[src/rtl/mvm_host_if.sv]
// Stream bundle between the host and its producer/consumer.
// s_* carries frame words in, r_* carries result words out.
interface mvm_host_if #(
    parameter int B = 16
);
    logic [B-1:0]   s_data;
    logic           s_valid;
    logic           s_ready;
    logic [2*B-1:0] r_data;
    logic           r_valid;
    logic           r_ready;

    modport master (
        output s_data, s_valid, r_ready,
        input  s_ready, r_data, r_valid
    );

    modport slave (
        input  s_data, s_valid, r_ready,
        output s_ready, r_data, r_valid
    );
endinterface

[src/rtl/mvm_host.sv]
// Host sequencer: buffers a matrix/vector frame, feeds the MVM, drains results.
// Optional MVM_HOST_MATRIX_REUSE_EN adds keep_matrix for vector-only frames.
module mvm_host #(
    parameter int K        = 12,
    parameter int B        = 16,
    parameter int DONE_LAT = 2
) (
    input  logic           clk,
    input  logic           reset,
    mvm_host_if.slave      hs,
`ifdef MVM_HOST_MATRIX_REUSE_EN
    input  logic           keep_matrix,
`endif
    output logic           loadMatrix,
    output logic           loadVector,
    output logic           start,
    output logic [B-1:0]   mvm_data,
    input  logic           done,
    input  logic [2*B-1:0] mvm_result,
    output logic           busy
);
    localparam int NW = K*K + K;
    localparam int CW = $clog2(NW + DONE_LAT + 2);
    localparam int AW = $clog2(NW);
    localparam int RW = (K > 1) ? $clog2(K) : 1;

    localparam logic [CW-1:0] C_1   = CW'(1);
    localparam logic [CW-1:0] C_MM  = CW'(K*K);
    localparam logic [CW-1:0] C_K   = CW'(K);
    localparam logic [CW-1:0] C_K1  = CW'(K-1);
    localparam logic [CW-1:0] C_NW1 = CW'(NW-1);
    localparam logic [CW-1:0] C_DL  = CW'(DONE_LAT);

    typedef enum logic [2:0] {
        FILL, SEND_M, SEND_V, START, WAIT, COLLECT, DRAIN
    } state_t;

    state_t          state_q, state_d;
    logic [CW-1:0]   cnt_q, cnt_d;
    logic [B-1:0]    buf_q [NW];
    logic [2*B-1:0]  res_q [K];
    logic            wr_en, cap, v_only;
    logic [AW-1:0]   widx;
    logic [RW-1:0]   cidx;
    logic [CW-1:0]   f_last;
    logic            s_rdy, r_vld;
    logic [2*B-1:0]  r_dat;

`ifdef MVM_HOST_MATRIX_REUSE_EN
    logic keep_q, have_m;

    // The reuse decision is latched with the first word of each frame
    assign v_only = (cnt_q == '0) ? (keep_matrix & have_m) : keep_q;

    always_ff @(posedge clk) begin
        if (reset) begin
            keep_q <= 1'b0;
            have_m <= 1'b0;
        end else begin
            if (wr_en && cnt_q == '0)
                keep_q <= keep_matrix & have_m;
            if (state_q == SEND_M)
                have_m <= 1'b1;
        end
    end
`else
    assign v_only = 1'b0;
`endif

    always_ff @(posedge clk) begin
        if (reset) begin
            state_q <= FILL;
            cnt_q   <= '0;
        end else begin
            state_q <= state_d;
            cnt_q   <= cnt_d;
        end
    end

    always_ff @(posedge clk) begin
        if (wr_en)
            buf_q[widx] <= hs.s_data;
        if (cap)
            res_q[cidx] <= mvm_result;
    end

    always_comb begin
        state_d    = state_q;
        cnt_d      = cnt_q;
        wr_en      = 1'b0;
        cap        = 1'b0;
        cidx       = '0;
        loadMatrix = 1'b0;
        loadVector = 1'b0;
        start      = 1'b0;
        mvm_data   = '0;
        s_rdy      = 1'b0;
        r_vld      = 1'b0;
        r_dat      = '0;
        f_last     = v_only ? C_K1 : C_NW1;
        widx       = v_only ? AW'(cnt_q + C_MM) : AW'(cnt_q);
        unique case (state_q)
            FILL: begin
                s_rdy = ~reset;
                if (hs.s_valid && s_rdy) begin
                    wr_en = 1'b1;
                    if (cnt_q == f_last) begin
                        cnt_d   = '0;
                        state_d = v_only ? SEND_V : SEND_M;
                    end else begin
                        cnt_d = cnt_q + C_1;
                    end
                end
            end
            SEND_M: begin
                if (cnt_q == '0)
                    loadMatrix = 1'b1;
                else
                    mvm_data = buf_q[AW'(cnt_q - C_1)];
                if (cnt_q == C_MM) begin
                    cnt_d   = '0;
                    state_d = SEND_V;
                end else begin
                    cnt_d = cnt_q + C_1;
                end
            end
            SEND_V: begin
                if (cnt_q == '0)
                    loadVector = 1'b1;
                else
                    mvm_data = buf_q[AW'(cnt_q + C_MM - C_1)];
                if (cnt_q == C_K) begin
                    cnt_d   = '0;
                    state_d = START;
                end else begin
                    cnt_d = cnt_q + C_1;
                end
            end
            START: begin
                start   = 1'b1;
                state_d = WAIT;
            end
            WAIT: begin
                if (done) begin
                    state_d = COLLECT;
                    cnt_d   = C_1;
                    if (DONE_LAT == 0) cap = 1'b1;
                end
            end
            COLLECT: begin
                // cnt_q counts cycles since the done pulse
                cnt_d = cnt_q + C_1;
                if (cnt_q >= C_DL) begin
                    cap  = 1'b1;
                    cidx = RW'(cnt_q - C_DL);
                    if (cnt_q - C_DL == C_K1) begin
                        cnt_d   = '0;
                        state_d = DRAIN;
                    end
                end
            end
            DRAIN: begin
                r_vld = 1'b1;
                r_dat = res_q[RW'(cnt_q)];
                if (hs.r_ready) begin
                    if (cnt_q == C_K1) begin
                        cnt_d   = '0;
                        state_d = FILL;
                    end else begin
                        cnt_d = cnt_q + C_1;
                    end
                end
            end
            default: begin
                state_d = FILL;
                cnt_d   = '0;
            end
        endcase
    end

    assign hs.s_ready = s_rdy;
    assign hs.r_valid = r_vld;
    assign hs.r_data  = r_dat;
    assign busy       = (state_q != FILL);
endmodule
[src/flat_wrapper.sv]
// flat-port wrapper written by rule: the top's interface ports become plain ports
module mvm_host_flat 
#(
    parameter int K        = 12,
    parameter int B        = 16,
    parameter int DONE_LAT = 2
)
  (clk, reset, loadMatrix, loadVector, start, mvm_data, done, mvm_result, busy, hs_s_data, hs_s_valid, hs_r_ready, hs_s_ready, hs_r_data, hs_r_valid);
  mvm_host_if #(.B(B)) hs_i ();
  input  logic clk;
  input  logic reset;
  output logic loadMatrix;
  output logic loadVector;
  output logic start;
  output logic [B-1:0] mvm_data;
  input  logic done;
  input  logic [2*B-1:0] mvm_result;
  output logic busy;
  input wire logic [$bits(hs_i.s_data)-1:0] hs_s_data;
  input wire logic [$bits(hs_i.s_valid)-1:0] hs_s_valid;
  input wire logic [$bits(hs_i.r_ready)-1:0] hs_r_ready;
  output wire logic [$bits(hs_i.s_ready)-1:0] hs_s_ready;
  output wire logic [$bits(hs_i.r_data)-1:0] hs_r_data;
  output wire logic [$bits(hs_i.r_valid)-1:0] hs_r_valid;
  assign hs_i.s_data = hs_s_data;
  assign hs_i.s_valid = hs_s_valid;
  assign hs_i.r_ready = hs_r_ready;
  assign hs_s_ready = hs_i.s_ready;
  assign hs_r_data = hs_i.r_data;
  assign hs_r_valid = hs_i.r_valid;
  mvm_host #(.K(K), .B(B), .DONE_LAT(DONE_LAT)) u_core (.clk(clk), .reset(reset), .hs(hs_i), .loadMatrix(loadMatrix), .loadVector(loadVector), .start(start), .mvm_data(mvm_data), .done(done), .mvm_result(mvm_result), .busy(busy));
endmodule
[config.mk]
export PLATFORM = sky130hd
export DESIGN_NAME = mvm_host_flat
export DESIGN_NICKNAME = d
export VERILOG_FILES = /design/src/rtl/mvm_host_if.sv /design/src/rtl/mvm_host.sv /design/src/flat_wrapper.sv
export SDC_FILE = /design/constraint.sdc
export NUM_CORES = 2
export LEC_CHECK = 0
export CAP_MARGIN = 20
export CORE_MARGIN = 10
export CORE_UTILIZATION = 46
export DETAILED_ROUTE_END_ITERATION = 8
export DONT_BUFFER_PORTS = 1
export PLACE_DENSITY = 0.66
export SLEW_MARGIN = 10
export SYNTH_ARGS = -nofsm -noshare
export SYNTH_HDL_FRONTEND = slang
export SYNTH_SLANG_ARGS = --single-unit
[constraint.sdc]
create_clock -name clk -period 5.4 [get_ports clk]
set_clock_uncertainty 0.05 [all_clocks]
set_input_delay 1.08 -clock clk [delete_from_list [all_inputs] [get_ports clk]]
set_output_delay 1.08 -clock clk [all_outputs]
set_load 0.02 [all_outputs]
==> metrics.md <==
| Metric | Value |
|---|---|
| Run status | `complete, but fails checks` |
| Failing checks | `setup timing` |
| Crit path arrival time | `4.36 ns` |
| Final ANT Viol Nets | `0` |
| Worst Path Class, Setup | `register to primary output` |
| Layout cell share with drive strength beyond 1 | `32.5%` |
| Worst r2r src | `u_core.state_q[0]` |
| Area of the multi-input gates | `26700 sq um` |
| PwrDens | `360 nW/um^2` |
| GRT Resource Usage Total | `22.0%` |
| Fmax | `182 MHz` |
| Reg clk slew, reported paths | `0.06 ns` |
| Sequential share of the synthesized area | `76.2%` |
| Worst hold path startpoint | `mvm_result[16]` |
| Lkg Pwr | `41.7 nW` |
| Largest net degree at the start of global routing | `157` |
| CTS max path bufs | `4` |
| Core footprint | `246000 sq um` |
| FF+latch area | `86800 sq um` |
| Ys async rst share | `0%` |
| Crit path cell chain | `inv_4 -> ha_4 -> xnor2_2 -> buf_12 -> buf_12 -> mux4_2 -> nand2_1 -> o211ai_1 -> o2111ai_2 -> o41ai_4 -> buf_6` |
| Setup repair after global routing missed its margin | `true` |
| Final Hold Vio Count | `0` |
| Vias per cell | `6.12` |
| # Max-Cap Violations | `0` |
| Global route overflow | `0` |
| Routed wire per std cell | `32.3 microns` |
| Commonest non-fill, non-tap cell in the layout | `edfxtp_1` |
| EDFF count, synth | `2880` |
| Yosys warnings | `0` |
| Hold_ws | `0.159 ns` |
| Total iterations of the first detailed-routing run | `8` |
| PortBufs | `0` |
| Cell area after synthesis | `114000 sq um` |
| Fin worst setup slack | `-0.0939 ns` |
| Vias in the first global route | `57200` |
| Pint | `37.6 mW` |
| Startpoint Class | `register` |
| Nets | `5886` |
| Hold/Removal Path Class | `input pin to register` |
| CP max FO | `24` |
| Yosys reg bits | `2895` |
| CTS H-tree lvls | `5` |
| Endpoints failing setup | `1` |
| Crit path top cell by count | `buf_12` |
| Die ar. | `268000 sq um` |
| Switching part of the total | `21.3%` |
| CTS tree | `done` |
| Ys flop type | `edfxtp_1` |
| Hold depth | `0` |
| CTS buffer count | `309` |
| Die width | `518 microns` |
| Syn nets | `5323` |
| NetSw | `10.2 mW` |
| Die Span Y | `518 microns` |
| Critical R2R Capture | `u_core.buf_q[123][3]` |
| Worst EP required | `4.27 ns` |
| Fillers | `18500` |
| Syn avg cell area | `21.7 sq um` |
| Commonest non-fill, non-tap cells in the layout | `edfxtp_1, mux4_2, buf_4` |
| # rows | `182` |
| Cell Area, Placed | `120000 sq um` |
| Crit path capture type | `primary output` |
| # clock sinks | `2895` |
| Final worst path period need | `5.49 ns` |
| Seq pwr share | `51.7%` |
| Worst r2r path cells | `7` |
| Vias | `57300` |
| Initial core utilization | `46.3%` |
| Combinational share of power | `7.7%` |
| Slowest-stage cell, CP | `o41ai_4` |
| Initial antenna violation count | `11` |
| Fin Setup TNS | `-0.0939 ns` |
| First-pass GRT wire length | `432000 microns` |
| DRT Wirelength | `302000 microns` |
| Final clock period utilization by the worst path | `102%` |
| Design Power | `47.9 mW` |
| Max stage delay on crit path | `0.63 ns` |
| Area growth syn-to-layout | `16.8%` |
| Cts hold-fix bufs | `0` |
| Tightest Pin Transition | `1.10 ns` |
| Design area | `133000 sq um` |
| R2R setup slack | `1.36 ns` |
| Root buf cell | `clkbuf_16` |
| Initial detailed-routing violation count | `6759` |
| Post-synthesis cell type count | `80` |
| Worst hold endpoint | `u_core.res_q[9][16]` |
| Synth Instances | `5262` |
| Num ports | `107` |
| Slew headroom | `26.3%` |
| Worst vdd ir | `0.313 mV` |
| Clk_lat worst skew | `0.94 ns` |
| HPWL after DPL | `176000 microns` |
| Gpl congestion | `0.972` |
| DR DRC count | `0` |
| Clk pwr share | `40.6%` |
| Slew Limit Fails | `0` |
## worst max path at each step
stage / startpoint / to
4_1_cts: u_core.cnt_q[0] / mvm_data[0]
3_5_place_dp: u_core.cnt_q[0] / mvm_data[0]
5_1_grt: u_core.cnt_q[0] / mvm_data[10]
2_1_floorplan: u_core.cnt_q[0] / mvm_data[0]
3_3_place_gp: u_core.cnt_q[1] / mvm_data[0]
6_report: u_core.cnt_q[0] / mvm_data[0]
## what timing repair did
action / 4_1_cts / 5_1_grt
cloned: 27 / 3
resized for setup: 270 / 87
hold endpoints to repair: 0 / 0
pin swaps: 40 / 22
buffers inserted: 78 / 31
setup endpoints to repair: 16 / 16
## sequential cells by signal (all words and copies together), names as in the netlist, named ones only
| signal | cells |
|---|---|
| u_core.buf_q | 2496 |
| u_core.cnt_q | 8 |
| u_core.res_q | 384 |
| u_core.state_q | 3 |
## kinds of logic (layout without fill, tap and decap cells)
logic type / after synthesis / after routing / share of synthesized area, %
other: 0 / 5 / 0
XOR/XNOR: 13 / 13 / 0.136
AO/OA/AOI/OAI: 279 / 279 / 1.56
multiplexers: 1028 / 1028 / 17.7
buffers and inverters: 302 / 1081 / 1.66
flip-flops: 2895 / 2895 / 76.2
adder cells (fa/ha/maj): 8 / 8 / 0.0878
AND/OR/NAND/NOR: 737 / 737 / 2.75
## per-layer routing
metal	wire length, microns	vias up	global-route usage, %	share of wire (%)
met5	207	-	0	0.068
met4	9870	7	6.72	3.3
met3	24400	488	4.17	8.1
met2	146000	2773	35.1	48
met1	122000	30800	31.2	40
li1	-	23200	-	-
## layout make-up
cell class | count | area share [%]
Inverter | 6 | 0.0188
Multi-Input combinational cell | 2065 | 20.1
Clock buffer | 397 | 6.16
Antenna cell | 5 | 0.00940
Tap cell | 3312 | 3.11
Timing Repair Buffer | 548 | 4.65
Sequential cell | 2895 | 65.2
Clock inverter | 130 | 0.709
## synth_stat cells, drive strengths merged, types with 3 or more instances
cell     count  area, sq um
mux4       784        17700
and2         9         56.3
o31ai        6         45.0
o32ai        3         26.3
mux2i      238         2380
a31o         3         26.3
a31oi       19          119
nor2       303         1140
xnor2        9          113
nand3       87          435
o21ai       32          160
o41ai        3         33.8
o2bb2ai      3         26.3
a21oi      106          531
nor2b       11         68.8
a211oi      16          125
or3          7         43.8
o211ai      14          105
clkbuf      75          282
nand2      244          918
mux2         6         67.6
o221ai       5         43.8
nor3b        3         22.5
xor2         4         42.6
nor3        31          165
dfxtp       15          300
a221oi       5         43.8
ha           8          100
edfxtp    2880        86500
buf        221         1580
o22ai       21          131
nand2b       6         45.0
a22oi       18          135
inv          6         22.5
nor4         8         50.1
nand4       18          113
## power by group through the flow
stage                     combinational (mW)  clock (mW)  sequential (mW)
after floorplan                         1.92           0             25.2
after global placement                  3.06           0             25.2
after detailed placement                3.06           0             25.2
after CTS                               3.59        19.8             24.7
after global routing                    3.82        20.7             24.7
final                                   3.70        19.4             24.7
## metrics by stage
stage,util [%],instances,worst slack [ns]
2_1_floorplan,-,5262,0.151
3_3_place_gp,48.8,8684,0.0234
3_5_place_dp,48.9,8692,0.0112
4_1_cts,53.8,9323,-0.173
5_1_grt,54.0,9355,-0.0872
6_report,54.0,9358,-0.0939
## critical path, delay by kind of cell, from the launching register on
kind                     cells  cell delay [ns]
buffers and inverters        4             0.78
AO/OA/AOI/OAI                3             1.27
multiplexers                 1             0.34
XOR/XNOR                     1             0.29
flip-flops                   1             0.41
AND/OR/NAND/NOR              1             0.08
adder cells (fa/ha/maj)      1             0.19
Power figures use the tool's default switching activity.
